===== src/rtl/next_pc_predictor_pkg.sv =====
// pred_pkg: shared constants and helpers for the next-PC predictor.
//   - RV32 opcodes the fetch-side predictor cares about
//   - FSM state encodings for next_pc_predictor
//   - imm_b / imm_j: sign-extended branch and JAL offsets (bit 0 always 0)
package pred_pkg;

  localparam logic [6:0] OPC_BRANCH = 7'b1100011;
  localparam logic [6:0] OPC_JAL    = 7'b1101111;
  localparam logic [6:0] OPC_JALR   = 7'b1100111;

  localparam logic [1:0] ST_BOOT    = 2'd0;
  localparam logic [1:0] ST_RUN     = 2'd1;
  localparam logic [1:0] ST_RECOVER = 2'd2;

  function automatic logic [31:0] imm_b(input logic [31:0] inst);
    return {{20{inst[31]}}, inst[7], inst[30:25], inst[11:8], 1'b0};
  endfunction

  function automatic logic [31:0] imm_j(input logic [31:0] inst);
    return {{12{inst[31]}}, inst[19:12], inst[20], inst[30:21], 1'b0};
  endfunction

endpackage


===== src/rtl/next_pc_predictor_bht.sv =====
// bht_2bit: table of 2-bit saturating direction counters.
// Ports:
//   clock      in   rising-edge clock
//   reset      in   asynchronous, active-low; every entry returns to BHT_INIT
//   rd_idx     in   lookup index (fetch side)
//   rd_ctr     out  counter at rd_idx; reflects the value before any same-cycle update
//   upd_en     in   apply an update this cycle
//   upd_idx    in   index to update (resolve side)
//   upd_taken  in   1 = saturating increment, 0 = saturating decrement
module bht_2bit #(
  parameter int         BHT_IDX_W = 6,
  parameter logic [1:0] BHT_INIT  = 2'b01
) (
  input  logic                 clock,
  input  logic                 reset,
  input  logic [BHT_IDX_W-1:0] rd_idx,
  output logic [1:0]           rd_ctr,
  input  logic                 upd_en,
  input  logic [BHT_IDX_W-1:0] upd_idx,
  input  logic                 upd_taken
);

  localparam int N_ENT = 1 << BHT_IDX_W;

  logic [1:0] ctr [N_ENT];

  always_ff @(posedge clock or negedge reset) begin
    if (!reset) begin
      for (int i = 0; i < N_ENT; i++) ctr[i] <= BHT_INIT;
    end else if (upd_en) begin
      if (upd_taken) begin
        if (ctr[upd_idx] != 2'b11) ctr[upd_idx] <= ctr[upd_idx] + 2'b01;
      end else begin
        if (ctr[upd_idx] != 2'b00) ctr[upd_idx] <= ctr[upd_idx] - 2'b01;
      end
    end
  end

  // Read straight from the array: a same-cycle update is only visible next cycle.
  assign rd_ctr = ctr[rd_idx];

endmodule


===== src/rtl/next_pc_predictor.sv =====
// next_pc_predictor: fetch-side next-PC generator with 2-bit bimodal prediction.
// Predicts B-type direction from the BHT, follows JAL statically, and redirects
// fetch (with flush) when EX reports a mispredicted control instruction.
// Optional build macro: PRED_STATS_EN adds resolved-branch / mispredict counters;
// without it stat_branches and stat_mispred are tied to 0.
// Ports:
//   clock, reset            clock and asynchronous active-low reset
//   pc, inst_code           current fetch PC and the instruction at it
//   stall                   hazard hold of fetch
//   ex_valid .. ex_pred_target  branch resolution from EX
//   next_pc, pc_write       PC register load value / enable
//   pred_taken              prediction for the current fetch
//   flush                   kill IF/ID and ID/EX
//   stat_branches, stat_mispred  statistics counters
//
// state      | meaning
// -----------+-------------------------------------------------------------
// ST_BOOT    | first cycle after reset: load PC with 0
// ST_RUN     | normal prediction
// ST_RECOVER | cycle after a redirect: flush the stale IF/ID instruction
module next_pc_predictor
  import pred_pkg::*;
#(
  parameter int         BHT_IDX_W = 6,
  parameter logic [1:0] BHT_INIT  = 2'b01
) (
  input  logic        clock,
  input  logic        reset,
  input  logic [31:0] pc,
  input  logic [31:0] inst_code,
  input  logic        stall,
  input  logic        ex_valid,
  input  logic        ex_is_branch,
  input  logic [31:0] ex_pc,
  input  logic        ex_taken,
  input  logic [31:0] ex_target,
  input  logic        ex_pred_taken,
  input  logic [31:0] ex_pred_target,
  output logic [31:0] next_pc,
  output logic        pc_write,
  output logic        pred_taken,
  output logic        flush,
  output logic [31:0] stat_branches,
  output logic [31:0] stat_mispred
);

  logic [1:0] state;
  logic [1:0] bht_ctr;
  logic       mispredict;
  logic       bht_upd;

  // Gated with reset so outputs sit at their reset values while reset is held.
  assign mispredict = reset & ex_valid &
                      (ex_taken ? (!ex_pred_taken || (ex_target != ex_pred_target))
                                : ex_pred_taken);
  assign bht_upd    = ex_valid & ex_is_branch;

  bht_2bit #(
    .BHT_IDX_W (BHT_IDX_W),
    .BHT_INIT  (BHT_INIT)
  ) u_bht (
    .clock     (clock),
    .reset     (reset),
    .rd_idx    (pc[BHT_IDX_W+1:2]),
    .rd_ctr    (bht_ctr),
    .upd_en    (bht_upd),
    .upd_idx   (ex_pc[BHT_IDX_W+1:2]),
    .upd_taken (ex_taken)
  );

  always_ff @(posedge clock or negedge reset) begin
    if (!reset)          state <= ST_BOOT;
    else if (mispredict) state <= ST_RECOVER;
    else                 state <= ST_RUN;
  end

  always_comb begin
    next_pc    = pc + 32'd4;
    pc_write   = 1'b1;
    pred_taken = 1'b0;
    if (mispredict) begin
      next_pc = ex_taken ? ex_target : ex_pc + 32'd4;
    end else if (state == ST_BOOT) begin
      next_pc = 32'd0;
    end else if (stall) begin
      next_pc  = pc;
      pc_write = 1'b0;
    end else begin
      case (inst_code[6:0])
        OPC_BRANCH: begin
          if (bht_ctr[1]) begin
            next_pc    = pc + imm_b(inst_code);
            pred_taken = 1'b1;
          end
        end
        OPC_JAL: begin
          next_pc    = pc + imm_j(inst_code);
          pred_taken = 1'b1;
        end
        // JALR target depends on a register value, so fetch falls through.
        OPC_JALR: next_pc = pc + 32'd4;
        default:  next_pc = pc + 32'd4;
      endcase
    end
  end

  assign flush = mispredict | (state == ST_RECOVER);

`ifdef PRED_STATS_EN
  logic [31:0] cnt_branches;
  logic [31:0] cnt_mispred;

  always_ff @(posedge clock or negedge reset) begin
    if (!reset) begin
      cnt_branches <= 32'd0;
      cnt_mispred  <= 32'd0;
    end else begin
      if (bht_upd)    cnt_branches <= cnt_branches + 32'd1;
      if (mispredict) cnt_mispred  <= cnt_mispred + 32'd1;
    end
  end

  assign stat_branches = cnt_branches;
  assign stat_mispred  = cnt_mispred;
`else
  assign stat_branches = 32'd0;
  assign stat_mispred  = 32'd0;
`endif

endmodule


===== config.mk =====
export PLATFORM = sky130hd
export DESIGN_NAME = next_pc_predictor
export DESIGN_NICKNAME = d
export VERILOG_FILES = /design/src/rtl/next_pc_predictor_pkg.sv /design/src/rtl/next_pc_predictor_bht.sv /design/src/rtl/next_pc_predictor.sv
export SDC_FILE = /design/constraint.sdc
export NUM_CORES = 1
export LEC_CHECK = 0
export ABC_AREA = 0
export BUFFER_PORTS_ARGS = -buffer_cell sky130_fd_sc_hd__buf_4
export CAP_MARGIN = 20
export CORE_AREA = 2 2 150 152
export CTS_CLUSTER_DIAMETER = 50
export DETAILED_ROUTE_END_ITERATION = 7
export DIE_AREA = 0 0 152 154
export PLACE_DENSITY = 0.94
export SYNTH_ARGS = -nofsm -noshare
export SYNTH_HDL_FRONTEND = slang
export SYNTH_SLANG_ARGS = --single-unit

===== constraint.sdc =====
create_clock -name clock -period 16.4 [get_ports clock]
set_input_delay 4.1 -clock clock [delete_from_list [all_inputs] [get_ports clock]]
set_output_delay 4.1 -clock clock [all_outputs]
set_load 0.02 [all_outputs]

# After elaboration in Yosys (flattened, before gate mapping)
# Index checks and enable logic that the tools add are counted.
# Widths: inputs -> output; s select.
# totals
latchBits	0
mem_bits_rw	0
input_bits	167
romBits	0
word_cells	122
mem_count	0
register_bits	130
# classes
eq_ne	6
n_div	0
magnitude_cmp	3
shift	0
n_reduce_logical	7
n_mux	29
multipliers	0
addsub	6
bitwise	6
# ops
operator	count
$mux 128	3
$bwmux 128	2
$mux 32	5
$add 32x3->32 const B	2
$add 32x32->32	2
$pmux 32 s2	1
$ne 32x32->1	1
$bmux 2 s6	2
$eq 7x7->1 const B	2
$ge 7x7->1 const B	2
$not 6->7	2
$demux 2 s6	1
$mux 2	6
$mux 1	8
$lt 7x1->1 const B	1
$reduce_bool 2->1	2
$and 1x1->1	3
$reduce_and 3->1	1
$add 2x1->2 const B	1
$eq 2x2->1 const B	1
$logic_not 2->1	1
$ne 2x1->1 const B	1
$ne 2x2->1 const B	1
$pmux 1 s2	1
other kinds (5)	5

# Logic depth before layout (Yosys ltp)
# Gate-level depths: netlist of run 1.
# depth
ltp_word	9
ltp_mapped	18

# Cells and area by module
# Synthesis of run 1 repeated with hierarchy kept, for this count alone.
# hier_totals
cells_unflattened	1532
area_unflattened_um2	13803.2
# modules_own_cells
module	n_inst	area_per_inst_um2	cells_per_inst
bht_2bit	1	7618.6	590
next_pc_predictor	1	6184.7	942

# Worst setup path after synthesis of run 1
# No wires, ideal clock.
# synth_timing
kind	input-to-output
start	in pc[1]
end	out next_pc[23]
stages	11
n_path_buf	0
setup_slack_ns	5.157
t_arrival_ns	7.143
required_time_ns	12.300
path_cell_list	ha_1 > fa_1 > a211oi_1 > o21ai_0 > a2111oi_0 > o31a_1 > o21ai_1 > a21o_1 > a311oi_1 > nor4b_1 > o32ai_1
# synth_via
elab_chain_len	6
word_cells_on_any_way	8
classes_between	add/sub: 3; mux: 5
# synth_lines
element	line	source
from (decl)	next_pc_predictor.sv:29	input logic [31:0] pc,
$add 32x3->32 or $add 32x32->32 (tied branches)	--	
$mux 32	next_pc_predictor.sv:91	if (bht_ctr[1]) begin
$pmux 32 s2 *	next_pc_predictor.sv:89	case (inst_code[6:0])
$mux 32 *	next_pc_predictor.sv:85	end else if (stall) begin
$mux 32 *	next_pc_predictor.sv:83	end else if (state == ST_BOOT) begin
$mux 32 *	next_pc_predictor.sv:81	if (mispredict) begin
to (decl)	next_pc_predictor.sv:39	output logic [31:0] next_pc,
# Mark *: on every way between the ends. The rest lies on a longest branch, timed or not.

# Final worst setup path of run 1
# layout_timing
start	in ex_pred_target[29]
end	out next_pc[6]
# layout_via
elab_chain_len	5
# layout_lines
element	line	source
from (decl)	next_pc_predictor.sv:38	input logic [31:0] ex_pred_target,
$ne 32x32->1	next_pc_predictor.sv:54	(ex_taken ? (!ex_pred_taken || (ex_target != ex_pred_target))
$logic_or 1x1->1	next_pc_predictor.sv:54	
$mux 1	next_pc_predictor.sv:54	
$and 1x1->1	next_pc_predictor.sv:53	assign mispredict = reset & ex_valid &
$mux 32	next_pc_predictor.sv:81	
# No other way between the ends.

==> flow_metrics.env, run 1 <==
export IMPL_synth_compound_gate_area_share_pct=22.80
export IMPL_critPathArrivalTime_ns=8.25
export IMPL_synth_edff_count=0
export IMPL_clkLatencyLatePin_ns=0.43
export IMPL_post_route_fraction_of_the_period_consumed_by_the_critical_path_pct=75.31
export IMPL_seqCellArea_um2=3333
export IMPL_area_delta_synth_final_pct=15.32
export IMPL_ys_ff_latch=130
export IMPL_dpl_worst_slack_ns=4.213
export IMPL_cts_path_max_buffers=2
export IMPL_post_synth_fa_ha_maj_area_fraction_pct=4.850
export IMPL_final_net_count=1862
export IMPL_grt_antenna_before_repair=1
export IMPL_reg2reg_slack_ns=12.04
export IMPL_die_area_um2=23410
export IMPL_timing_hold_worst_endpoint="u_bht.ctr[29]"
export IMPL_setup_worst_path_start_class="primary input"
export IMPL_detail_route_drc_violations=0
export IMPL_min_delay_path_class="reg2reg"
export IMPL_placement_io_buffers=201
export IMPL_drt_iter0_drcs=1907
export IMPL_clkSinkCount=130
export IMPL_final_period_minus_worst_setup_slack_ns=12.35
export IMPL_multi_input_comb_area_um2=8905
export IMPL_yosysWarnings=0
export IMPL_io_pins=266
export IMPL_worst_clock_skew_ns=0.007437
export IMPL_power_leakage_nw=6.455
export IMPL_seq_area_frac_synth_pct=25.74
export IMPL_firstDrtPassIters=6
export IMPL_n_fill_cell=1614
export IMPL_worstHoldStart="u_bht.ctr[29]"
export IMPL_synth_area_leaders="dfstp_2, dfrtp_1, mux2_2"
export IMPL_hold_slack_ns=0.5324
export IMPL_timing_worst_slew_pin_value_ns=1.140
export IMPL_number_of_global_route_vias_before_repair=13050
export IMPL_vias=13800
export IMPL_timing_slew_headroom_pct=23.98
export IMPL_setup_repair_after_global_routing_missed_its_margin="false"
export IMPL_count_of_maximum_capacitance_violations=0
export IMPL_ctsHoldBuffers=0
export IMPL_grt_util_all_layers_pct=40.80
export IMPL_die_width_um=152
export IMPL_finalWirelength_um=50190
export IMPL_timing_final_setup_violations=0
export IMPL_syn_area_per_cell_um2=8.611
export IMPL_htree_levels=4
export IMPL_antenna_left=0
export IMPL_synth_top_area_share_pct=12.98
export IMPL_tritoncts="done"
export IMPL_synth_cell_type_count=83
export IMPL_grt_remaining_overflow=0
export IMPL_synthSimpleGateAreaFrac_pct=16.27
export IMPL_hpwl_um=35310
export IMPL_run_status="complete, no violations"
export IMPL_synth_cells=1504
export IMPL_maximum_number_of_pins_on_one_net_before_global_route_repair=66
export IMPL_tns_ns=0
export IMPL_placeableCoreArea_um2=21690
export IMPL_synth_most_common_cell="nor2_1"
export IMPL_finalWorstSetupSlack_ns=4.048
export IMPL_route_detailed_wl_per_inst_um=25.87
export IMPL_grt_pass1_wl_um=75620
export IMPL_path_class="in2out"
export IMPL_vdd_ir_drop_max_mv=0.07835
export IMPL_place_inst=1907
export IMPL_synth_area_mux_share_pct=15.60
export IMPL_via_density=7.113
export IMPL_type_of_destination_of_the_critical_path="primary output"
export IMPL_worst_r2r_path_cells=13
export IMPL_synth_xor_area_share_pct=7.101
export IMPL_std_cell_rows=54
export IMPL_final_layout_size_suffix_gt1_share_pct=28.45
export IMPL_min_path_cells=1
export IMPL_initial_core_util_pct=59.72
export IMPL_dominant_combinational_cell_family_by_area_after_synthesis="compound AO/OA/AOI/OAI gates"
export IMPL_timing_critical_path_required_ns=12.30
export IMPL_dominantRegCellSynth="dfrtp_1"
export IMPL_ctsRootBufferMaster="clkbuf_16"
export IMPL_synth_area_leader_cell="dfstp_2"
export IMPL_post_synthesis_async_set_or_reset_flop_share_pct=100.0
export IMPL_number_of_clock_buffers_inserted_by_tritoncts=17
export IMPL_ctsResizeCount=0
export IMPL_place_gp_congestion=1.067
export IMPL_buffers_inserted_during_post_cts_setup_optimization=0
export IMPL_worstReg2RegEnd="u_bht.ctr[13]"
export IMPL_max_freq_mhz=80.96
export IMPL_finalHoldViolCount=0
export IMPL_cts_clk_slew_worst_paths_ns=0.06
export IMPL_layout_cells_non_filler=1940
export IMPL_totalPowerFinal_w=0.001151
export IMPL_crit_fanout=33
export IMPL_synth_top_cells_by_count="nor2_1, mux2_2, nand2_1, a21oi_1, o21ai_0"
export IMPL_synth_cell_area_um2=12950
export IMPL_timing_final_max_slew_violations=0
export IMPL_power_density_nw_per_um2=77.04
export IMPL_die_y_um=154
[logic make-up (layout without fill, tap and decap cells)]
logic type | count (synthesis) | count (layout)
XOR/XNOR | 105 | 105
other | 1 | 65
AND/OR/NAND/NOR | 430 | 430
flip-flops | 130 | 130
AO/OA/AOI/OAI | 442 | 442
buffers and inverters | 180 | 272
adder cells (fa/ha/maj) | 49 | 49
multiplexers | 167 | 167
[worst max-delay path by stage]
stage / start / end / slack, ns / depth (start not counted)
6_report: ex_pred_target[29] / next_pc[6] / 4.05 / 11
5_1_grt: ex_pred_target[29] / next_pc[20] / 4.00 / 12
3_3_place_gp: ex_target[5] / next_pc[20] / 4.24 / 12
3_5_place_dp: ex_pred_target[29] / next_pc[20] / 4.21 / 12
4_1_cts: ex_pred_target[29] / next_pc[20] / 4.21 / 12
2_1_floorplan: pc[1] / next_pc[23] / 5.16 / 11
[layout by cell type (no fill, tap or decap), types with 14 or more instances in the layout]
cell type  count
buf_4        217
nor2_1       141
mux2_2       130
nand2_1       98
a21oi_1       90
o21ai_0       84
dfrtp_1       66
dfstp_2       64
conb_1        64
xor2_1        62
a22oi_1       57
ha_1          47
xnor2_1       42
nand3_1       37
nand4_1       27
a21o_1        25
o22ai_1       25
inv_1         23
mux2i_1       23
a31oi_1       22
and3_1        21
nor3_1        19
a211oi_1      17
o21bai_1      17
clkbuf_16     17
or3_1         14
[where the power goes]
| part | switching (W) | internal, W | leakage (nW) | total (W) |
|---|---|---|---|---|
| logic | 0.000228 | 0.000138 | 4.59 | 0.000366 |
| clock network | 0.000156 | 0.000257 | 0.298 | 0.000412 |
| registers | 0.0000185 | 0.000354 | 1.57 | 0.000372 |
[metal layers]
layer	share of wire, %	vias up	global-route usage, %	wire length (µm)
li1	-	5794	-	-
met1	36	6459	50.85	18040
met2	44	1251	63.92	21950
met3	15	296	14.46	7384
met4	5.6	0	18.20	2818
met5	0	-	0	0
[worst max-delay path, cell delays in order]
cell,delay (ns)
buf_4,0.11
xor2_1,0.21
nor4_1,0.54
nand4_1,0.24
or4_1,0.58
o2111ai_2,0.11
buf_4,0.37
o21a_1,0.95
nand2_1,0.50
o21ai_0,0.35
buf_4,0.19
[stage by stage]
| stage | util [%] | instance area [µm²] |
|---|---|---|
| floorplan | - | 13190 |
| detailed placement | 65.95 | 14300 |
| finish | 68.86 | 14940 |
| global placement | 65.95 | 14300 |
| global route | 68.85 | 14930 |
| CTS | 68.85 | 14930 |
[cell type report]
class,count,area share (%)
Timing Repair Buffer,217,10.91
Antenna cell,1,0.01675
Multi-Input combinational cell,1257,59.62
Clock inverter,14,1.340
Inverter,23,0.5780
Sequential cell,130,22.32
Clock buffer,18,2.873
Tap cell,280,2.346
(Power assumes the default switching activity.)
==> inputs of run 2 (changes only) <==
CORE_AREA = 2 2 161 163   (was 2 2 150 152)
DIE_AREA = 0 0 163 165   (was 0 0 152 154)
PLACE_DENSITY = 0.87   (was 0.94)
clock period = 10.7 ns   (was 16.4 ns; I/O delays follow)
==> flow_metrics.env, run 2 (synthesized netlist as in run 1, its figures left out) <==
export IMPL_busiest_layer="met2"
export IMPL_count_of_maximum_capacitance_violations=0
export IMPL_timing_final_max_slew_violations=0
export IMPL_ctsResizeCount=0
export IMPL_critPathArrivalTime_ns=6.43
export IMPL_worstHoldStart="u_bht.ctr[23]"
export IMPL_layout_common_cells="buf_4, nor2_1, mux2_2"
export IMPL_timing_worst_slew_pin_value_ns=1.171
export IMPL_power_density_nw_per_um2=109.5
export IMPL_initial_core_util_pct=51.73
export IMPL_number_of_global_route_vias_before_repair=12960
export IMPL_mostFrequentLayoutCell="buf_4"
export IMPL_finalWirelength_um=48320
export IMPL_final_layout_size_suffix_gt1_share_pct=28.06
export IMPL_cts_clk_slew_worst_paths_ns=0.05
export IMPL_place_inst=1962
export IMPL_grtUsageMet3_pct=8.312
export IMPL_maximum_number_of_pins_on_one_net_before_global_route_repair=76
export IMPL_placement_io_buffers=201
export IMPL_route_detailed_wl_per_inst_um=24.23
export IMPL_critical_path_max_stage_delay_ns=0.76
export IMPL_finalHoldViolCount=0
export IMPL_cpMostUsedCell="buf_4"
export IMPL_timing_slew_headroom_pct=21.82
export IMPL_firstDrtPassIters=6
export IMPL_vdd_ir_drop_max_mv=0.1028
export IMPL_io_pins=266
export IMPL_number_of_clock_buffers_inserted_by_tritoncts=17
export IMPL_cts_path_max_buffers=2
export IMPL_vias=13440
export IMPL_worst_clock_skew_ns=0.007445
export IMPL_layout_cells_non_filler=1994
export IMPL_std_cell_rows=58
export IMPL_setup_worst_path_start_class="primary input"
export IMPL_area_delta_synth_final_pct=15.17
export IMPL_grt_remaining_overflow=0
export IMPL_setup_repair_after_global_routing_missed_its_margin="false"
export IMPL_timing_final_setup_violations=0
export IMPL_die_y_um=165
export IMPL_clkSinkCount=130
export IMPL_grt_antenna_before_repair=0
export IMPL_timing_critical_path_from="pc[2]"
export IMPL_tns_ns=0
export IMPL_buffers_inserted_during_post_cts_setup_optimization=0
export IMPL_path_class="in2out"
export IMPL_gr_usage_met2_pct=55.76
export IMPL_power_leakage_nw=6.434
export IMPL_place_gp_congestion=1.053
export IMPL_clkLatencyLatePin_ns=0.41
export IMPL_drt_iter0_drcs=1938
export IMPL_antenna_left=0
export IMPL_final_net_count=1867
export IMPL_min_delay_path_class="reg2reg"
export IMPL_tritoncts="done"
export IMPL_critical_path_cell_chain="buf_4 -> fa_1 -> a211oi_1 -> o21ai_0 -> a2111oi_0 -> o31a_1 -> o21ai_1 -> a21o_1 -> a311oi_1 -> nor4b_1 -> o32ai_1 -> buf_4"
export IMPL_critical_path_buf_inv_count=2
export IMPL_htree_levels=4
export IMPL_timing_critical_path_required_ns=8.03
export IMPL_cp_slowest_cell="a2111oi_0"
export IMPL_grt_util_all_layers_pct=35.20
export IMPL_ctsHoldBuffers=0
export IMPL_type_of_destination_of_the_critical_path="primary output"
export IMPL_post_route_fraction_of_the_period_consumed_by_the_critical_path_pct=85.07
export IMPL_hpwl_um=35510
export IMPL_final_period_minus_worst_setup_slack_ns=9.103
export IMPL_max_freq_mhz=109.9
export IMPL_crit_fanout=28
export IMPL_via_density=6.741
export IMPL_globalRouteMet1Util_pct=43.93
export IMPL_placeableCoreArea_um2=25040
export IMPL_die_width_um=163
export IMPL_timing_critical_path_max_delay_family="compound AO/OA/AOI/OAI gates"
export IMPL_detail_route_drc_violations=0
export IMPL_grt_pass1_wl_um=73240
export IMPL_ctsRootBufferMaster="clkbuf_16"
export IMPL_insertedDiodeCount=0
export IMPL_die_area_um2=26900
export IMPL_run_status="complete, no violations"
[run 2: path summary, 6_finish.rpt]
kind	slack (ns)	cells after the start	end
max	1.60	12	next_pc[23]
min reg2reg	0.53	1	u_bht.ctr[23]
min in group asynchronous	2.32	1	u_bht.ctr[9]
max reg2reg	6.38	13	u_bht.ctr[27]
max in group asynchronous	6.95	2	u_bht.ctr[107]
min	0.53	1	u_bht.ctr[23]
[run 2: area by class of cell]
class,instances,area (µm²)
Clock buffer,30,504.2
Clock inverter,2,10.01
Fill cell,2162,10120
Inverter,23,86.33
Multi-Input combinational cell,1257,8902
Sequential cell,130,3333
Tap cell,330,412.9
Timing Repair Buffer,222,1667
[run 2: where the power goes]
group	internal (W)	switching (W)	total, W
Sequential	0.000543	0.0000266	0.000569
Combinational	0.000212	0.000343	0.000555
Clock	0.000314	0.000196	0.000510
[run 2: stage by stage]
step | area (µm²) | setup WS (ns) | power, W | util, % | hold slack (ns)
2_1_floorplan | 13190 | 2.307 | 0.0009194 | - | 0.4951
3_3_place_gp | 14400 | 1.651 | 0.001102 | 57.52 | 0.5083
3_5_place_dp | 14400 | 1.703 | 0.001111 | 57.52 | 0.5150
4_1_cts | 14920 | 1.664 | 0.001617 | 59.58 | 0.5261
5_1_grt | 14920 | 1.362 | 0.001701 | 59.58 | 0.5557
6_report | 14920 | 1.597 | 0.001634 | 59.58 | 0.5313
[run 2: per-layer routing]
metal | wire length (µm) | share of wire [%]
met1 | 17330 | 36
met2 | 21880 | 45
met3 | 6214 | 13
met4 | 2904 | 6.0
met5 | 0 | 0
==> inputs of run 3 (changes only) <==
--- a/config.mk
+++ b/config.mk
@@ -11,4 +11,5 @@
 export CORE_AREA = 2 2 161 163
 export CTS_CLUSTER_DIAMETER = 50
+export CTS_CLUSTER_SIZE = 20
 export DETAILED_ROUTE_END_ITERATION = 7
 export DIE_AREA = 0 0 163 165
==> constraint.sdc (replaced) <==
create_clock -name clock -period 10.7 [get_ports clock]
set_input_delay 0.535 -clock clock [delete_from_list [all_inputs] [get_ports clock]]
set_output_delay 0.535 -clock clock [all_outputs]
set_load 0.02 [all_outputs]
==> flow_metrics.env, run 3 (synthesized netlist as in run 1, its figures left out) <==
export IMPL_via_density=6.704
export IMPL_vias=13350
export IMPL_hpwl_um=35170
export IMPL_finalWirelength_um=48640
export IMPL_critical_path_cell_chain="buf_4 -> mux4_1 -> mux2i_1 -> mux4_2 -> nor3b_4 -> nor2_4 -> nand2_4 -> or3_1 -> o211a_1 -> o21ai_1 -> buf_4"
export IMPL_die_area_um2=26900
export IMPL_layout_common_cells="buf_4, nor2_1, mux2_2"
export IMPL_grt_pass1_wl_um=72640
export IMPL_cts_path_max_buffers=2
export IMPL_initial_core_util_pct=51.73
export IMPL_run_status="complete, no violations"
export IMPL_antenna_left=0
export IMPL_timing_critical_path_required_ns=10.17
export IMPL_reg2reg_slack_ns=6.59
export IMPL_cp_slowest_cell="mux4_1"
export IMPL_path_class="in2out"
export IMPL_grt_remaining_overflow=0
export IMPL_cts_clk_slew_worst_paths_ns=0.05
export IMPL_detail_route_drc_violations=0
export IMPL_number_of_global_route_vias_before_repair=12490
export IMPL_worst_r2r_path_cells=13
export IMPL_p_switching_w=0.0005927
export IMPL_timing_critical_path_max_delay_family="simple AND/OR/NAND/NOR gates"
export IMPL_grt_antenna_before_repair=0
export IMPL_cpMostUsedCell="buf_4"
export IMPL_mostFrequentLayoutCell="buf_4"
export IMPL_ctsResizeCount=0
export IMPL_timing_final_max_slew_violations=0
export IMPL_tritoncts="done"
export IMPL_insertedDiodeCount=0
export IMPL_tns_ns=0
export IMPL_io_pins=266
export IMPL_count_of_maximum_capacitance_violations=0
export IMPL_seqCellArea_um2=3333
export IMPL_setup_worst_path_start_class="primary input"
export IMPL_max_freq_mhz=202.8
export IMPL_layout_cells_non_filler=1991
export IMPL_std_cell_rows=58
export IMPL_worstReg2RegEnd="u_bht.ctr[29]"
export IMPL_internal_power_w=0.001138
export IMPL_die_width_um=163
export IMPL_final_layout_size_suffix_gt1_share_pct=28.54
export IMPL_route_detailed_wl_per_inst_um=24.43
export IMPL_comb_power_share_pct=32.1
export IMPL_area_delta_synth_final_pct=15.83
export IMPL_place_inst=1959
export IMPL_final_net_count=1864
export IMPL_power_density_nw_per_um2=115.4
export IMPL_multi_input_comb_area_um2=8902
export IMPL_setup_repair_after_global_routing_missed_its_margin="false"
export IMPL_clkPwrFrac_pct=35.0
export IMPL_type_of_destination_of_the_critical_path="primary output"
export IMPL_final_period_minus_worst_setup_slack_ns=4.930
export IMPL_placement_io_buffers=201
export IMPL_clkLatencyLatePin_ns=0.43
export IMPL_crit_fanout=28
export IMPL_critical_path_buf_inv_count=2
export IMPL_critPathArrivalTime_ns=4.39
export IMPL_ctsHoldBuffers=0
export IMPL_maximum_number_of_pins_on_one_net_before_global_route_repair=69
export IMPL_critical_path_max_stage_delay_ns=0.64
export IMPL_grt_util_all_layers_pct=35.14
export IMPL_place_gp_congestion=1.044
export IMPL_timing_worst_slew_pin_value_ns=1.156
export IMPL_worst_clock_skew_ns=0.009745
export IMPL_post_route_fraction_of_the_period_consumed_by_the_critical_path_pct=46.07
export IMPL_drt_iter0_drcs=1713
export IMPL_firstDrtPassIters=7
export IMPL_finalHoldViolCount=0
export IMPL_placeableCoreArea_um2=25040
export IMPL_seq_power_share_pct=32.9
export IMPL_die_y_um=165
export IMPL_timing_slew_headroom_pct=22.86
export IMPL_timing_final_setup_violations=0
export IMPL_clkSinkCount=130
export IMPL_htree_levels=4
export IMPL_power_leakage_nw=6.462
export IMPL_buffers_inserted_during_post_cts_setup_optimization=0
export IMPL_ctsRootBufferMaster="clkbuf_16"
export IMPL_n_fill_cell=2191
export IMPL_number_of_clock_buffers_inserted_by_tritoncts=17
export IMPL_vdd_ir_drop_max_mv=0.1480
export IMPL_min_delay_path_class="in2async"
export IMPL_power_switching_share_pct=34.25
run 3: changes by cell type in the layout (fill, tap and decap cells not counted), sizes merged:
cell | previous run | this run
clkbuf | 30 | 20
buf | 222 | 219
clkinv | 2 | 5
clkinvlp | 0 | 4
bufinv | 0 | 3
run 3: cell type report:
| type | instances | area share [%] |
|---|---|---|
| clock buffer | 20 | 3.111 |
| clock inverter | 12 | 1.043 |
| inverter | 23 | 0.5755 |
| multi-input combinational | 1257 | 59.34 |
| sequential | 130 | 22.22 |
| tap | 330 | 2.752 |
| timing repair buffer | 219 | 10.96 |
run 3: per-layer routing:
| layer | wire length (µm) | global-route usage [%] | share of wire [%] | vias up |
|---|---|---|---|---|
| met5 | 0 | 0 | 0 | - |
| met4 | 2829 | 18.66 | 5.8 | 0 |
| met3 | 6576 | 9.995 | 14 | 200 |
| met2 | 21950 | 56.01 | 45 | 1014 |
| met1 | 17280 | 43.24 | 36 | 6345 |
| li1 | - | - | - | 5788 |
run 3: through the flow:
step           setup slack, ns  hold slack [ns]  total power [W]  area [µm²]  util (%)
3_3_place_gp             5.930           0.5121         0.001104       14380     57.43
2_1_floorplan            6.587           0.2394        0.0009194       13190         -
6_report                 5.770           0.2264         0.001731       15000     59.92
3_5_place_dp             5.928           0.5217         0.001110       14380     57.43
5_1_grt                  5.661           0.2927         0.001797       15000     59.92
4_1_cts                  5.902           0.2546         0.001714       15000     59.92
run 3: worst reg2reg max path: stages (launching register included):
cell and delay (ns):
dfstp_2 0.38, a22o_1 0.21, a221oi_1 0.29, a31oi_1 0.18
nor4_1 0.28, and3_1 0.21, buf_4 0.52, inv_1 0.10
ha_1 0.21, mux2i_1 0.11, and3_1 0.33, nand2_1 0.39
nor2_1 0.38, mux2_2 0.39
run 3: how the worst max path moves through the flow:
stage,start,to,slack (ns),cells past startpoint
5_1_grt,pc[2],next_pc[23],5.66,12
3_5_place_dp,pc[2],next_pc[23],5.93,12
2_1_floorplan,pc[1],next_pc[23],6.59,11
6_report,pc[2],next_pc[7],5.77,11
4_1_cts,pc[2],next_pc[23],5.90,12
3_3_place_gp,pc[2],next_pc[23],5.93,12
run 3: power by group through the flow:
stage	logic, W	registers (W)	clock network (W)
after floorplan	0.000355	0.000564	0
after global placement	0.000532	0.000572	0
after detailed placement	0.000536	0.000574	0
after CTS	0.000539	0.000568	0.000607
after global routing	0.000591	0.000573	0.000633
final	0.000556	0.000570	0.000605
